**config.mk**
```make
export PLATFORM = sky130hd
export DESIGN_NAME = sum_scheduler
export DESIGN_NICKNAME = d
export VERILOG_FILES = /design/src/rtl/sum_scheduler.sv
export SDC_FILE = /design/constraint.sdc
export NUM_CORES = 1
export LEC_CHECK = 0
export CAP_MARGIN = 5
export CORE_ASPECT_RATIO = 0.75
export CORE_UTILIZATION = 46
export DETAILED_ROUTE_END_ITERATION = 7
export PLACE_DENSITY_LB_ADDON = 0.15
export RECOVER_POWER = 25
export SLEW_MARGIN = 25
export SYNTH_ARGS = -nofsm -noshare
export SYNTH_HDL_FRONTEND = slang
export SYNTH_SLANG_ARGS = --single-unit
```
**constraint.sdc**
```tcl
create_clock -name clk -period 1.7 [get_ports clk]
set_input_delay 0.425 -clock clk [delete_from_list [all_inputs] [get_ports clk]]
set_output_delay 0.425 -clock clk [all_outputs]
set_load 0.01 [all_outputs]
```
**src/rtl/sum_scheduler.sv**
```systemverilog
// Two-requester round-robin scheduler for a serial triangular-sum engine.
// A granted operand n is reduced to n + (n-1) + ... + 1, one term per cycle.
module sum_scheduler #(
    parameter int N_W   = 4,
    parameter int RES_W = 7
) (
    input  logic             clk,
    input  logic             rst,
    input  logic             req0,
    input  logic [N_W-1:0]   n0,
    input  logic             req1,
    input  logic [N_W-1:0]   n1,
    output logic             gnt0,
    output logic             gnt1,
    output logic             busy,
    output logic             done,
    output logic             done_id,
    output logic [RES_W-1:0] result
);

    typedef enum logic [1:0] {IDLE, ACC, DONE} state_t;

    state_t           state, state_d;
    logic [N_W-1:0]   cnt;
    logic [RES_W-1:0] acc;
    logic             owner;
    logic             last_id;
    logic             grant;
    logic             grant_id;

    // NOTE: every signal written here gets a default first so no latch is inferred.
    always_comb begin
        state_d  = state;
        grant    = 1'b0;
        grant_id = 1'b0;
        case (state)
            IDLE: begin
                if (req0 || req1) begin
                    grant    = 1'b1;
                    grant_id = (req0 && req1) ? ~last_id : req1;
                    state_d  = ACC;
                end
            end
            ACC:     if (cnt == '0) state_d = DONE;
            DONE:    state_d = IDLE;
            default: state_d = IDLE;
        endcase
    end

    assign busy = (state != IDLE);

    // NOTE: sequential state uses non-blocking assignments so all registers update together.
    always_ff @(posedge clk or posedge rst) begin
        if (rst) state <= IDLE;
        else     state <= state_d;
    end

    // last_id resets to 1 so requester 0 wins the first contended arbitration.
    always_ff @(posedge clk or posedge rst) begin
        if (rst) begin
            gnt0    <= 1'b0;
            gnt1    <= 1'b0;
            done    <= 1'b0;
            done_id <= 1'b0;
            result  <= '0;
            acc     <= '0;
            cnt     <= '0;
            owner   <= 1'b0;
            last_id <= 1'b1;
        end else begin
            gnt0 <= grant && !grant_id;
            gnt1 <= grant && grant_id;
            done <= (state == ACC) && (cnt == '0);
            if (grant) begin
                cnt     <= grant_id ? n1 : n0;
                acc     <= '0;
                owner   <= grant_id;
                last_id <= grant_id;
            end else if (state == ACC) begin
                if (cnt != '0) begin
                    acc <= acc + RES_W'(cnt);
                    cnt <= cnt - 1'b1;
                end else begin
                    result  <= acc;
                    done_id <= owner;
                end
            end
        end
    end

endmodule

```
# ---- Word-level counts from Yosys, hierarchy flattened
# Index checks and enable logic that the tools add are counted.
dict set report classes {
  eq_ne 3
  n_reduce_logical 15
  magnitude_cmp 0
  n_bitwise 3
  n_mux 15
  add_sub_neg 2
  n_div 0
  shift 0
  multipliers 0
}
# operator n
set op_table {}
lappend op_table {{$mux 7} 3}
lappend op_table {{$mux 4} 4}
lappend op_table {{$add 7x4->7} 1}
lappend op_table {{$reduce_bool 2->1} 3}
lappend op_table {{$mux 1} 5}
lappend op_table {{$logic_and 1x1->1} 4}
lappend op_table {{$logic_not 4->1} 1}
lappend op_table {{$mux 2} 2}
lappend op_table {{$pmux 2 s2} 1}
lappend op_table {{$reduce_and 2->1} 2}
lappend op_table {{$reduce_bool 4->1} 1}
lappend op_table {{$sub 4x1->4 const B} 1}
lappend op_table {{$not 1->1} 3}
lappend op_table {{$reduce_and 3->1} 1}
lappend op_table {{$eq 2x1->1 const B} 1}
lappend op_table {{$logic_not 2->1} 1}
lappend op_table {{$ne 2x1->1 const B} 1}
lappend op_table {{$ne 2x2->1 const B} 1}
lappend op_table {{$logic_not 1->1} 1}
lappend op_table {{$logic_or 1x1->1} 1}
dict set report totals {
  out_inout_bits 12
  latch_bits 0
  wordCells 48
  ff_bits 26
  n_memories 0
  mem_bits_ro 0
  in_bits 12
  mem_bits_rw 0
}

# ---- Longest topological paths before layout
# Gate-level depths: netlist of run 1.
dict set report depth {
  word_depth 6
  depth_mapped 7
  ltp_nobuf 7
}

# ---- Worst setup path after synthesis of run 1
# OpenSTA, ideal clock, no wires.
dict set report synth_path {
  kind {flip-flop to flip-flop}
  from {register cnt[0]}
  to {register acc[6]}
  arrival_ps 1434
  setup_ps 129
  required_ps 1571
  path_buffers 0
  stages_incl_launch_ff 8
  setup_slack_ps 138
  period_less_slack_ps 1562
  cell_sequence {dfrtp_1 -> ha_1 -> inv_1 -> fa_1 -> nor2b_1 -> o21a_1 -> o2111ai_1 -> mux2i_1}
}
dict set report synth_between {
  elab_chain_len 4
  elab_cells_between_ends 7
  cone_classes {1 x add/sub; 3 x mux; 3 x reduce/logical}
}
# element line_no
set synth_rtl {}
lappend synth_rtl {{from (decl)} 24} ;# logic [N_W-1:0] cnt;
lappend synth_rtl {{from (signal assigned)} 75} ;# cnt <= grant_id ? n1 : n0;
lappend synth_rtl {{from (signal assigned)} 82} ;# cnt <= cnt - 1'b1;
lappend synth_rtl {{$add 7x4->7} 81} ;# acc <= acc + RES_W'(cnt);
lappend synth_rtl {{$mux 7} 80} ;# if (cnt != '0) begin
lappend synth_rtl {{$mux 7} 79} ;# end else if (state == ACC) begin
lappend synth_rtl {{$mux 7} 74} ;# if (grant) begin
lappend synth_rtl {{to (signal assigned)} 81}
lappend synth_rtl {{to (decl)} 25} ;# logic [RES_W-1:0] acc;
# Parallel ways exist; a longest one is shown, timed or not. The select of a mux whose other input is x is not followed.
# A chain may end at the register's enable or synchronous reset.

# ---- Worst setup path after layout of run 1
dict set report layout_path {
  from {input req0}
  to {register cnt[1]}
}
dict set report layout_between {
  elab_chain_len 6
  elab_cells_between_ends 12
  cone_classes {7 x mux; 5 x reduce/logical}
}
# element line_no
set layout_rtl {}
lappend layout_rtl {{from (decl)} 9} ;# input logic req0,
lappend layout_rtl {{$logic_and 1x1->1} 40} ;# grant_id = (req0 && req1) ? ~last_id : req1;
lappend layout_rtl {{$mux 1} 40}
lappend layout_rtl {{$mux 1} 38} ;# if (req0 || req1) begin
lappend layout_rtl {{$mux 1} 36} ;# case (state)
lappend layout_rtl {{$mux 4} 75}
lappend layout_rtl {{$mux 4} 74}
# Parallel ways exist; a longest one is shown, timed or not.

==> results.ini, run 1 <==
[status]
status = finished clean

[setup_path]
required_ns = 1.86
critPathLaunchType = primary input
r2r_slack_ns = 0.06
critical_path.max_fanout = 4
crit_type = in -> reg
cp_slowest_stage_delay_ns = 0.48
worstRegToRegCells = 7
path_cells = clkdlybuf4s50_1 > a211oi_4 > nand2_4 > and3_1 > o32a_1
worstSetupEndpointType = flip-flop
crit_arrival_ns = 1.80
slowest_stage = clkdlybuf4s50_1

[final_layout]
nets = 191
final_cells = 208
diodes = 0
layout-drive-gt1-share_pct = 25.6
final_cell_mix = nand2_1, dfrtp_1, clkdlybuf4s50_1, buf_4, inv_1
area_growth_pct = 38.1
final_common_cell = nand2_1

[drt]
initialDrtViolationCount = 50
dr_total_vias = 1087
ant_nets = 0
drcViolationCount = 0
via_per_inst = 5.23
routedWlPerCell_microns = 13.4
firstDrtPassIters = 4
routed_wl_microns = 2790

[pwr]
clkPwrFrac_pct = 11.4
p_seq_share_pct = 33.7
power.internal_mw = 2.10
p_switching_mw = 1.31
leakage_nw = 0.858
pwr-share-comb_pct = 54.9
swShare_pct = 38.4
power.density_nw_per_um2 = 1910
max-vdd-ir-drop_mv = 0.806

[timing]
worstMarginPinSlew_ns = 0.640
fin_skew_ns = 0.00418
max_slew_margin_pct = 57.3
period_share_pct = 96.7
rsz0062_at_grt = true
setup_violations = 0
period_needed_ns = 1.64
fin_setup_tns_ns = 0
drv_slew = 0
timing.fmax_mhz = 609
final_hold_viol_count = 0

[global_routing]
grt_pass1_vias = 1065
antenna_found_initial = 0
grt.total_usage_pct = 20.7
grt_overflow = 0
grt_pass1_wl_microns = 4610
grt_start_max_net_pins = 27

[cts]
cts_tree = done
htree_levels = 1
numCtsBuffers = 3
root_buffer = clkbuf_8
clkSinkCount = 26
clkTransAtPathRegs_ns = 0.08
cts_buffer_depth = 2
clock_latency_ns = 0.27

[synth]
synth_nets = 148
synth_cells = 130
synth_seq_cells = 26
yosysUniqueCellTypes = 40
yosys_warnings = 0
synth.avg_cell_area_sq_um = 9.94
synth_edf_count = 0
synthFlopType = dfrtp_1
synthArstFlopShare_pct = 100
synth.yosys.seq_area_share_pct = 50.4
synth_area_sq_um = 1290

[place]
place_congestion = 0.823
dpl.hpwl_microns = 2110
port_buffers = 23
dp_cells = 201

[die]
die_w_microns = 63.2
die_h_microns = 47.9
die-area_sq_um = 3030
placementRows = 16
start_util_pct = 48.9
io_pins = 24
core_area_sq_um = 2640

[worst_hold_path]
hold_class = reg -> reg
whs_path_depth = 2

[flow_run]
drv_cap = 0

-- cell families after synthesis --
family | after synthesis | synth area share [%]
buffers and inverters | 12 | 4.07
AND/OR/NAND/NOR | 57 | 20.6
flip-flops | 26 | 50.4
multiplexers | 4 | 3.10
AO/OA/AOI/OAI | 23 | 14.0
XOR/XNOR | 2 | 1.36
adder cells (fa/ha/maj) | 6 | 6.39
-- state kept, by name, indices dropped and copies added (netlist names) --
signal	flops
acc	7
done_id	1
gnt0	1
owner	1
state	2
done	1
last_id	1
result	7
gnt1	1
cnt	4
-- per-layer routing --
layer,share of wire [%],track usage [%],wire length (microns)
met3,4.9,4.52,138
met5,0,0,0
met4,2.5,6.82,69
met1,43,24.9,1210
met2,49,38.7,1380
-- worst max-delay path, delay by kind of cell --
family                 cells  cell delay [ns]
buffers and inverters      1             0.48
AND/OR/NAND/NOR            2             0.30
AO/OA/AOI/OAI              2             0.59
-- area by class of cell --
cell class / count / area, sq um
Tap cell: 36 / 45.0
Inverter: 10 / 43.8
Multi-Input combinational cell: 92 / 632
Sequential cell: 26 / 656
Fill cell: 218 / 857
Clock buffer: 4 / 55.1
Timing Repair Buffer: 40 / 354
-- synth_stat cells, types with 2 or more instances --
cell	number	area share [%]
nor2_1	4	1.2
o211ai_1	2	1.2
ha_1	5	4.8
buf_2	2	0.77
mux2i_1	4	3.1
a21o_1	2	1.2
nand3_1	7	2.7
inv_1	8	2.3
o21a_1	2	1.2
a211oi_1	2	1.2
dfrtp_1	25	48
o21ai_0	6	2.3
nand2_1	34	9.9
-- power groups by stage --
| stage | sequential [mW] | combinational (mW) | clock (mW) |
|---|---|---|---|
| after floorplan | 1.15 | 1.02 | 0 |
| after global placement | 1.13 | 1.64 | 0 |
| after detailed placement | 1.14 | 1.72 | 0 |
| after CTS | 1.12 | 1.79 | 0.408 |
| after global routing | 1.18 | 2.09 | 0.420 |
| final | 1.15 | 1.87 | 0.389 |
-- per-stage QoR --
| step | utilization (%) | hold slack [ns] | area (sq um) | total power, mW | worst slack [ns] |
|---|---|---|---|---|---|
| final | 67.6 | 0.478 | 1790 | 3.41 | 0.0568 |
| after global routing | 67.6 | 0.510 | 1790 | 3.69 | -0.0443 |
| after CTS | 66.4 | 0.488 | 1760 | 3.32 | -0.00715 |
| after detailed placement | 62.9 | 0.461 | 1660 | 2.86 | -0.224 |
| after global placement | 62.9 | 0.459 | 1660 | 2.77 | -0.169 |
| after floorplan | - | 0.439 | 1290 | 2.17 | 0.138 |
-- path summary, 6_finish.rpt --
| check | endpoint | from |
|---|---|---|
| setup / recovery | cnt[1] | req0 |
| hold / removal | result[4] | result[4] |
| setup reg to reg | acc[6] | cnt[0] |
| hold reg to reg | result[4] | result[4] |
| max in group asynchronous | cnt[2] | rst |
| min in group asynchronous | result[3] | rst |
-- timing repair --
item	4_1_cts	5_1_grt
setup endpoints to repair	12	11
endpoints found under the hold margin	0	0
gates resized for setup	8	8
setup buffers	3	0
pin swaps	1	1
hold buffers	0	0
(Power assumes the default switching activity.)
==> run 2: changes to the inputs <==
Settings changed: CTS_BUF_LIST set to sky130_fd_sc_hd__clkbuf_16, SLEW_MARGIN 25 to unset.
==> results.ini, run 2 (synthesis results as in run 1) <==
[setup_path]
crit_type = reg -> reg
r2r_start = cnt[0]
crit_arrival_ns = 1.78
critical_path.max_fanout = 3
critPathLaunchType = flip-flop
required_ns = 1.84
r2r_slack_ns = 0.06
worstRegToRegCells = 7
worstSetupEndpointType = flip-flop
timing.rr.end = acc[6]

[cts]
numCtsBuffers = 3
cts_buffer_depth = 2
clock_latency_ns = 0.26
cts_tree = done
clkSinkCount = 26
root_buffer = clkbuf_16
htree_levels = 1
holdBufCountCts = 0
clkTransAtPathRegs_ns = 0.06

[drt]
via_per_inst = 5.18
ant_nets = 0
dr_total_vias = 1083
initialDrtViolationCount = 53
drcViolationCount = 0
firstDrtPassIters = 4
routed_wl_microns = 2850
routedWlPerCell_microns = 13.6

[die]
die-area_sq_um = 3030
die_h_microns = 47.9
io_pins = 24
start_util_pct = 48.9
core_area_sq_um = 2640
die_w_microns = 63.2
placementRows = 16

[place]
place_area_sq_um = 1660
place_congestion = 0.823
dpl.hpwl_microns = 2110
port_buffers = 23

[timing]
rsz0062_at_grt = true
max_slew_margin_pct = 56.9
hold_ws_ns = 0.473
setup_violations = 0
timing.fmax_mhz = 609
worstMarginPinSlew_ns = 0.646
final_hold_viol_count = 0
drv_slew = 0
period_share_pct = 96.6
period_needed_ns = 1.64
fin_skew_ns = 0.00267
fin_setup_tns_ns = 0

[final_layout]
final_common_cell = nand2_1
fill_cells = 212
multi_input_area_sq_um = 632
area_growth_pct = 40.3
layout-drive-gt1-share_pct = 25.0
nets = 191
final_cell_mix = nand2_1, dfrtp_1, clkdlybuf4s50_1, buf_4
regArea_sq_um = 654
final_cell_area_sq_um = 1810
reg.largest.list = acc: 7 flops, result: 7 flops, cnt: 4 flops

[flow_run]
drv_cap = 0

[global_routing]
grt_pass1_vias = 1060
grt_start_max_net_pins = 27
grt.total_usage_pct = 20.9
grt_overflow = 0
grt_pass1_wl_microns = 4640
antenna_found_initial = 1

[status]
status = finished clean

[worst_hold_path]
hold_class = reg -> reg
min_to = result[4]
hold_start = result[4]
whs_path_depth = 2

[pwr]
power.density_nw_per_um2 = 1950
leakage_nw = 0.876
max-vdd-ir-drop_mv = 0.807

==> run 2: timing repair <==
item                       4_1_cts  5_1_grt
pin swaps                        2        3
gates resized for setup         10        7
cloned                           0        0
buffers inserted                 3        0
setup endpoints to repair       12       14
==> run 2: through the flow <==
stage	utilization, %	worst slack (ns)	power, mW	cells
floorplan	-	0.138	2.17	130
global placement	62.9	-0.169	2.77	201
detailed placement	62.9	-0.224	2.86	201
CTS	67.9	0.0281	3.50	208
global route	68.6	-0.0342	3.82	209
finish	68.6	0.0576	3.54	209
==> run 2: worst max path at each step <==
stage          cells after the start   start      to
3_5_place_dp                       5    req0  cnt[1]
4_1_cts                            5    req0  cnt[1]
5_1_grt                            7  cnt[0]  acc[6]
2_1_floorplan                      7  cnt[0]  acc[6]
6_report                           7  cnt[0]  acc[6]
3_3_place_gp                       5    req0  cnt[1]
==> run 2: area by class of cell <==
| class | instances | share of cell area [%] |
|---|---|---|
| flip-flops and latches | 26 | 36.1 |
| inverters | 10 | 2.42 |
| repair buffers | 40 | 19.7 |
| clock inverters | 1 | 0.207 |
| multi-input cells | 92 | 34.9 |
| well taps | 36 | 2.48 |
| clock buffers | 3 | 4.14 |
| diodes | 1 | 0.138 |
==> run 2: metal layers <==
layer  vias up  GRT usage [%]  routed length, microns
met5         -              0                       0
li1        533              -                       -
met3         5           4.52                     142
met2        29           38.7                    1450
met4         0           7.27                      33
met1       516           25.1                    1230
==> run 2: worst max-delay path: stages (launching register included) <==
cell and delay (ns):
dfrtp_1 0.38, ha_2 0.20, inv_1 0.05, fa_2 0.35, nor2b_2 0.11, o21a_1 0.14, o2111ai_1 0.13, mux2i_1 0.15
==> run 2: power breakdown <==
group          internal (mW)  total, mW  switching, mW
clock                  0.314      0.512          0.197
combinational          0.978       1.88          0.902
sequential             0.918       1.15          0.232
total                   2.21       3.54           1.33
==> variant 1, RTL diff (settings of run 1) <==
Set the parameter `N_W` to 6 (it was 4).
--- a/src/rtl/sum_scheduler.sv
+++ b/src/rtl/sum_scheduler.sv
@@ -1,7 +1,7 @@
 // Two-requester round-robin scheduler for a serial triangular-sum engine.
 // A granted operand n is reduced to n + (n-1) + ... + 1, one term per cycle.
 module sum_scheduler #(
-    parameter int N_W   = 4,
+    parameter int N_W   = 6,
     parameter int RES_W = 7
 ) (
     input  logic             clk,
Ports: changed (resized n0 and n1); port bits go from 24 to 28. No check against the original RTL was run, so the function may have changed too.
==> variant 1 against run 1 <==
  * The run now ends with setup timing left
  * First-iteration DRC count up 62%
  * Power rose by 22%
  * Worst hold slack barely moved
  * Worst setup slack worse by 0.081 ns
  * Wire length grew 19%
  * Sequential cell count grew 2
  * Clock power increased by 5%
  * Synthesized area up 11%
  * Non-clock buffer count up 13
  * Sequential share of layout area decreased by 2.2 points
  * Critical path depth up 1
  * Final area increased by 14%
  * Critical endpoint is now acc[6]$_DFFE_PP0P_
  * Highest routed layer unchanged
==> variant 1: results (changes against run 1) <==
Critical path
  – Worst r2r path cells: 6 (-1)
  – CP Launch Type: register
  – Critical path's slowest cell: dfrtp_1
  – Worst-path fanout max: 3 (-1)
  – Delay-heaviest family, CP: adder cells
  – Data arrival, critical path: 1.93 ns (+0.13 ns)

Cells and area
  – Final Non-Filler Cells: 219 (+5.3%)
  – Area taken by multi-input logic gates: 744.5 um2 (+18%)
  – Filler Cell Count: 230 (+5.5%)
  – Top Registers: acc (7), result (7), cnt (6)

STA
  – Worst-Margin Slew: 0.6845 ns (+0.04450 ns)
  – Setup Total Neg Slack: -0.02411 ns (-0.02411 ns)
  – Final setup viols: 1 (+1)
  – Worst setup margin: -0.02411 ns (-0.08095 ns)
  – Hold WS: 0.4776 ns (+0.00001200 ns)
  – Clock Skew: 0.004427 ns (+0.0002466 ns)

Power and ir drop
  – Maximum VDD drop: 0.0009052 V (+12%)
  – LEAKAGE: 0.9260 nW (+8.0%)

Logic synthesis
  – Post-synthesis sequential area ratio: 48.83% (-1.6 points)
  – Post-synth top cells: 27 x dfrtp_1, 10 x nor2_1, 8 x ha_1, 8 x mux2_2, 8 x nand2_1
  – Post-Syn Instances: 127 (-2.3%)
  – Cells taking the most area after synthesis: dfrtp_1 47%, ha_1 7.0%, mux2_2 6.3%, a22o_1 3.0%, nor2_1 2.6%

Route
  – WL/cell: 15.23 um (+13%)
  – 1st-iter DRT viols: 81 (+62%)
  – Routed vias/inst: 5.594 (+7.0%)

Outcome
  – Status: finished, violations left
  – Failing checks: setup timing

Global route
  – All-Layer GR Usage: 23.02% (+2.3 points)
  – First-pass GRT wire length: 5623 um (+22%)
  – Largest net degree at the start of global routing: 29 (+7.4%)
  – Vias in the first global route: 1204 (+13%)

Min path
  – Hold Path End: acc[6]$_DFFE_PP0P_

Clock network
  – Post_cts resized: 10 (+2)

Placement
  – Setup WS pre-CTS: -0.2736 ns (-0.04920 ns)
  – GPL Wtd Cong: 0.8198 (-0.43%)
  – Placed Cells incl. Taps: 206 (+2.5%)
variant 1: area by class of cell:
type                       instances  share of cell area, %
timing repair buffer              53                  23.15
inverter                           5                 0.9186
tap                               38                  2.327
multi-input combinational         91                  36.44
clock buffer                       4                  2.694
sequential                        28                  34.48
variant 1: per-layer routing:
metal	part of all wire, %	track usage [%]	vias up	wire length (um)
met3	3.7	5.682	6	124
met5	0	0	-	0
met4	1.6	7.092	0	53
met2	49	37.54	29	1618
met1	46	29.96	606	1540
li1	-	-	584	-
variant 1: how the worst max path moves through the flow:
stage               cells past startpoint                  to  slack (ns)
global route                            6  acc[6]$_DFFE_PP0P_       -0.14
floorplan                               6  acc[4]$_DFFE_PP0P_        0.02
CTS                                     6  acc[6]$_DFFE_PP0P_       -0.03
finish                                  6  acc[6]$_DFFE_PP0P_       -0.02
global placement                        6  cnt[1]$_DFFE_PP0P_       -0.21
detailed placement                      6  cnt[1]$_DFFE_PP0P_       -0.27
variant 1: where the power goes:
part           leakage (nW)  internal, mW  switching [mW]  total, mW
registers             0.344         0.990           0.243       1.23
logic                 0.554          1.38            1.12       2.50
clock network        0.0288         0.208           0.200      0.408
variant 1: cells by family after synthesis:
family | count (synthesis) | synth area share [%]
AO/OA/AOI/OAI | 34 | 18.45
flip-flops | 28 | 48.83
multiplexers | 9 | 6.963
buffers and inverters | 8 | 2.350
adder cells (fa/ha/maj) | 9 | 8.355
XOR/XNOR | 3 | 1.828
AND/OR/NAND/NOR | 36 | 13.23
variant 1: worst reg2reg max path: stages, from the launching register on:
cell,delay (ns)
dfrtp_1,0.41
ha_2,0.20
fa_2,0.37
a211oi_2,0.26
o21ai_1,0.09
o211ai_1,0.11
mux2i_1,0.21
==> variant 2, RTL diff (settings of run 1) <==
Without the edit above. Encoding of `state_t`: now one-hot (3 bits for 3 states).
--- a/src/rtl/sum_scheduler.sv
+++ b/src/rtl/sum_scheduler.sv
@@ -18,7 +18,7 @@
     output logic [RES_W-1:0] result
 );
 
-    typedef enum logic [1:0] {IDLE, ACC, DONE} state_t;
+    typedef enum logic [2:0] {IDLE = 3'b001, ACC = 3'b010, DONE = 3'b100} state_t;
 
     state_t           state, state_d;
     logic [N_W-1:0]   cnt;
Formal check against the unedited RTL: same outputs for any inputs over 10 cycles, from zero or initial values and one cycle with rst high; not proved beyond that.
==> variant 2 against run 1 <==
  * Combinational power down 9.6%
  * Sequential power down 10%
  * The run now ends with setup timing left
  * Core utilization up 1.3 points
  * Largest cell class unchanged
  * Critical path type is now register to register
  * Worst setup slack worse by 0.16 ns
  * Highest routed layer unchanged
  * Power down 9.0%
  * Sequential cell count up 1
  * Cell count up 1.9%
  * Final area up 2.7%
  * Sequential share of layout area up 0.28 points
  * Synthesized area up 2.0%
  * Wire length up 5.8%
==> variant 2: results (changes against run 1) <==
Outcome
  – Status: finished, violations left
  – Failing checks: setup timing

Placement
  – Placed Area: 1714 um2 (+3.1%)
  – Placed Cells incl. Taps: 202 (+0.50%)
  – GPL Wtd Cong: 0.9089 (+10%)
  – Hpwl dp: 2014 um (-4.7%)
  – Setup WS pre-CTS: -0.1527 ns (+0.07170 ns)

STA
  – Final setup viols: 12 (+12)
  – Clock Skew: 0.003820 ns (-0.0003599 ns)
  – Hold WS: 0.4810 ns (+0.003450 ns)
  – Worst setup margin: -0.09871 ns (-0.1555 ns)
  – Worst slew margin: 55.51% (-1.8 points)
  – Setup Total Neg Slack: -0.5880 ns (-0.5880 ns)

Route
  – Post-Route WL: 2954 um (+5.8%)
  – WL/cell: 13.93 um (+3.8%)
  – Routed vias/inst: 5.075 (-2.9%)
  – 1st-iter DRT viols: 58 (+16%)

Power and ir drop
  – Power share of the clock group: 12.1% (+0.7 points)
  – Maximum VDD drop: 0.001165 V (+45%)
  – Combinational group share of total power: 54.7% (-0.2 points)
  – Power, Total: 3.100 mW (-9.0%)
  – Psw: 1.154 mW (-12%)

Critical path
  – Delay-heaviest family, CP: adder cells
  – CP max stage delay: 0.37 ns (-0.11 ns)
  – Critical path origin: acc[0]$_DFFE_PP0P_
  – Worst-path fanout max: 3 (-1)
  – Critical path's slowest cell: dfrtp_1

Logic synthesis
  – Post-synthesis sequential area ratio: 51.42% (+0.99 points)
  – Synth Area in XOR/XNOR: 0.6641% (-0.69 points)
  – Post-Syn Instances: 129 (-0.77%)
  – Cells taking the most area after synthesis: dfrtp_1 47%, nand2_1 9.4%, ha_1 4.7%, dfstp_2 4.0%, mux2i_1 3.0%
  – Synthesized-area fraction occupied by adder cells: 6.262% (-0.13 points)
  – Post-synth top cells: 33 x nand2_1, 25 x dfrtp_1, 9 x inv_1
  – Compound-Gate Fraction of Synth Area: 12.14% (-1.9 points)

Global route
  – All-Layer GR Usage: 22.32% (+1.6 points)
  – First-pass GRT wire length: 5147 um (+12%)

Clock network
  – Post-CTS setup buffers: 5 (+2)
  – Post_cts resized: 11 (+3)

Min path
  – Worst Hold Launch: result[2]$_DFFE_PP0P_
  – Hold Path End: result[2]$_DFFE_PP0P_
-- variant 2: area by class of cell --
type / count / area, um2
multi-input cells: 88 / 615.6
flip-flops and latches: 27 / 678.2
repair buffers: 46 / 399.1
well taps: 36 / 45.04
fillers: 192 / 829.5
clock buffers: 3 / 41.29
inverters: 11 / 46.29
clock inverters: 1 / 7.507
-- variant 2: metal layers --
| layer | up-vias | wire, um | GRT usage, % |
|---|---|---|---|
| li1 | 533 | - | - |
| met1 | 516 | 1317 | 28.22 |
| met2 | 23 | 1510 | 38.12 |
| met3 | 4 | 107 | 4.953 |
| met4 | 0 | 20 | 6.818 |
| met5 | - | 0 | 0 |
-- variant 2: logic make-up (layout without fill, tap and decap cells) --
| group | after synthesis | in the layout |
|---|---|---|
| fa+ha+maj | 6 | 6 |
| buf+inv | 14 | 61 |
| simple gates | 56 | 56 |
| compound gates | 21 | 21 |
| flops | 27 | 27 |
| xor+xnor | 1 | 1 |
| mux | 4 | 4 |
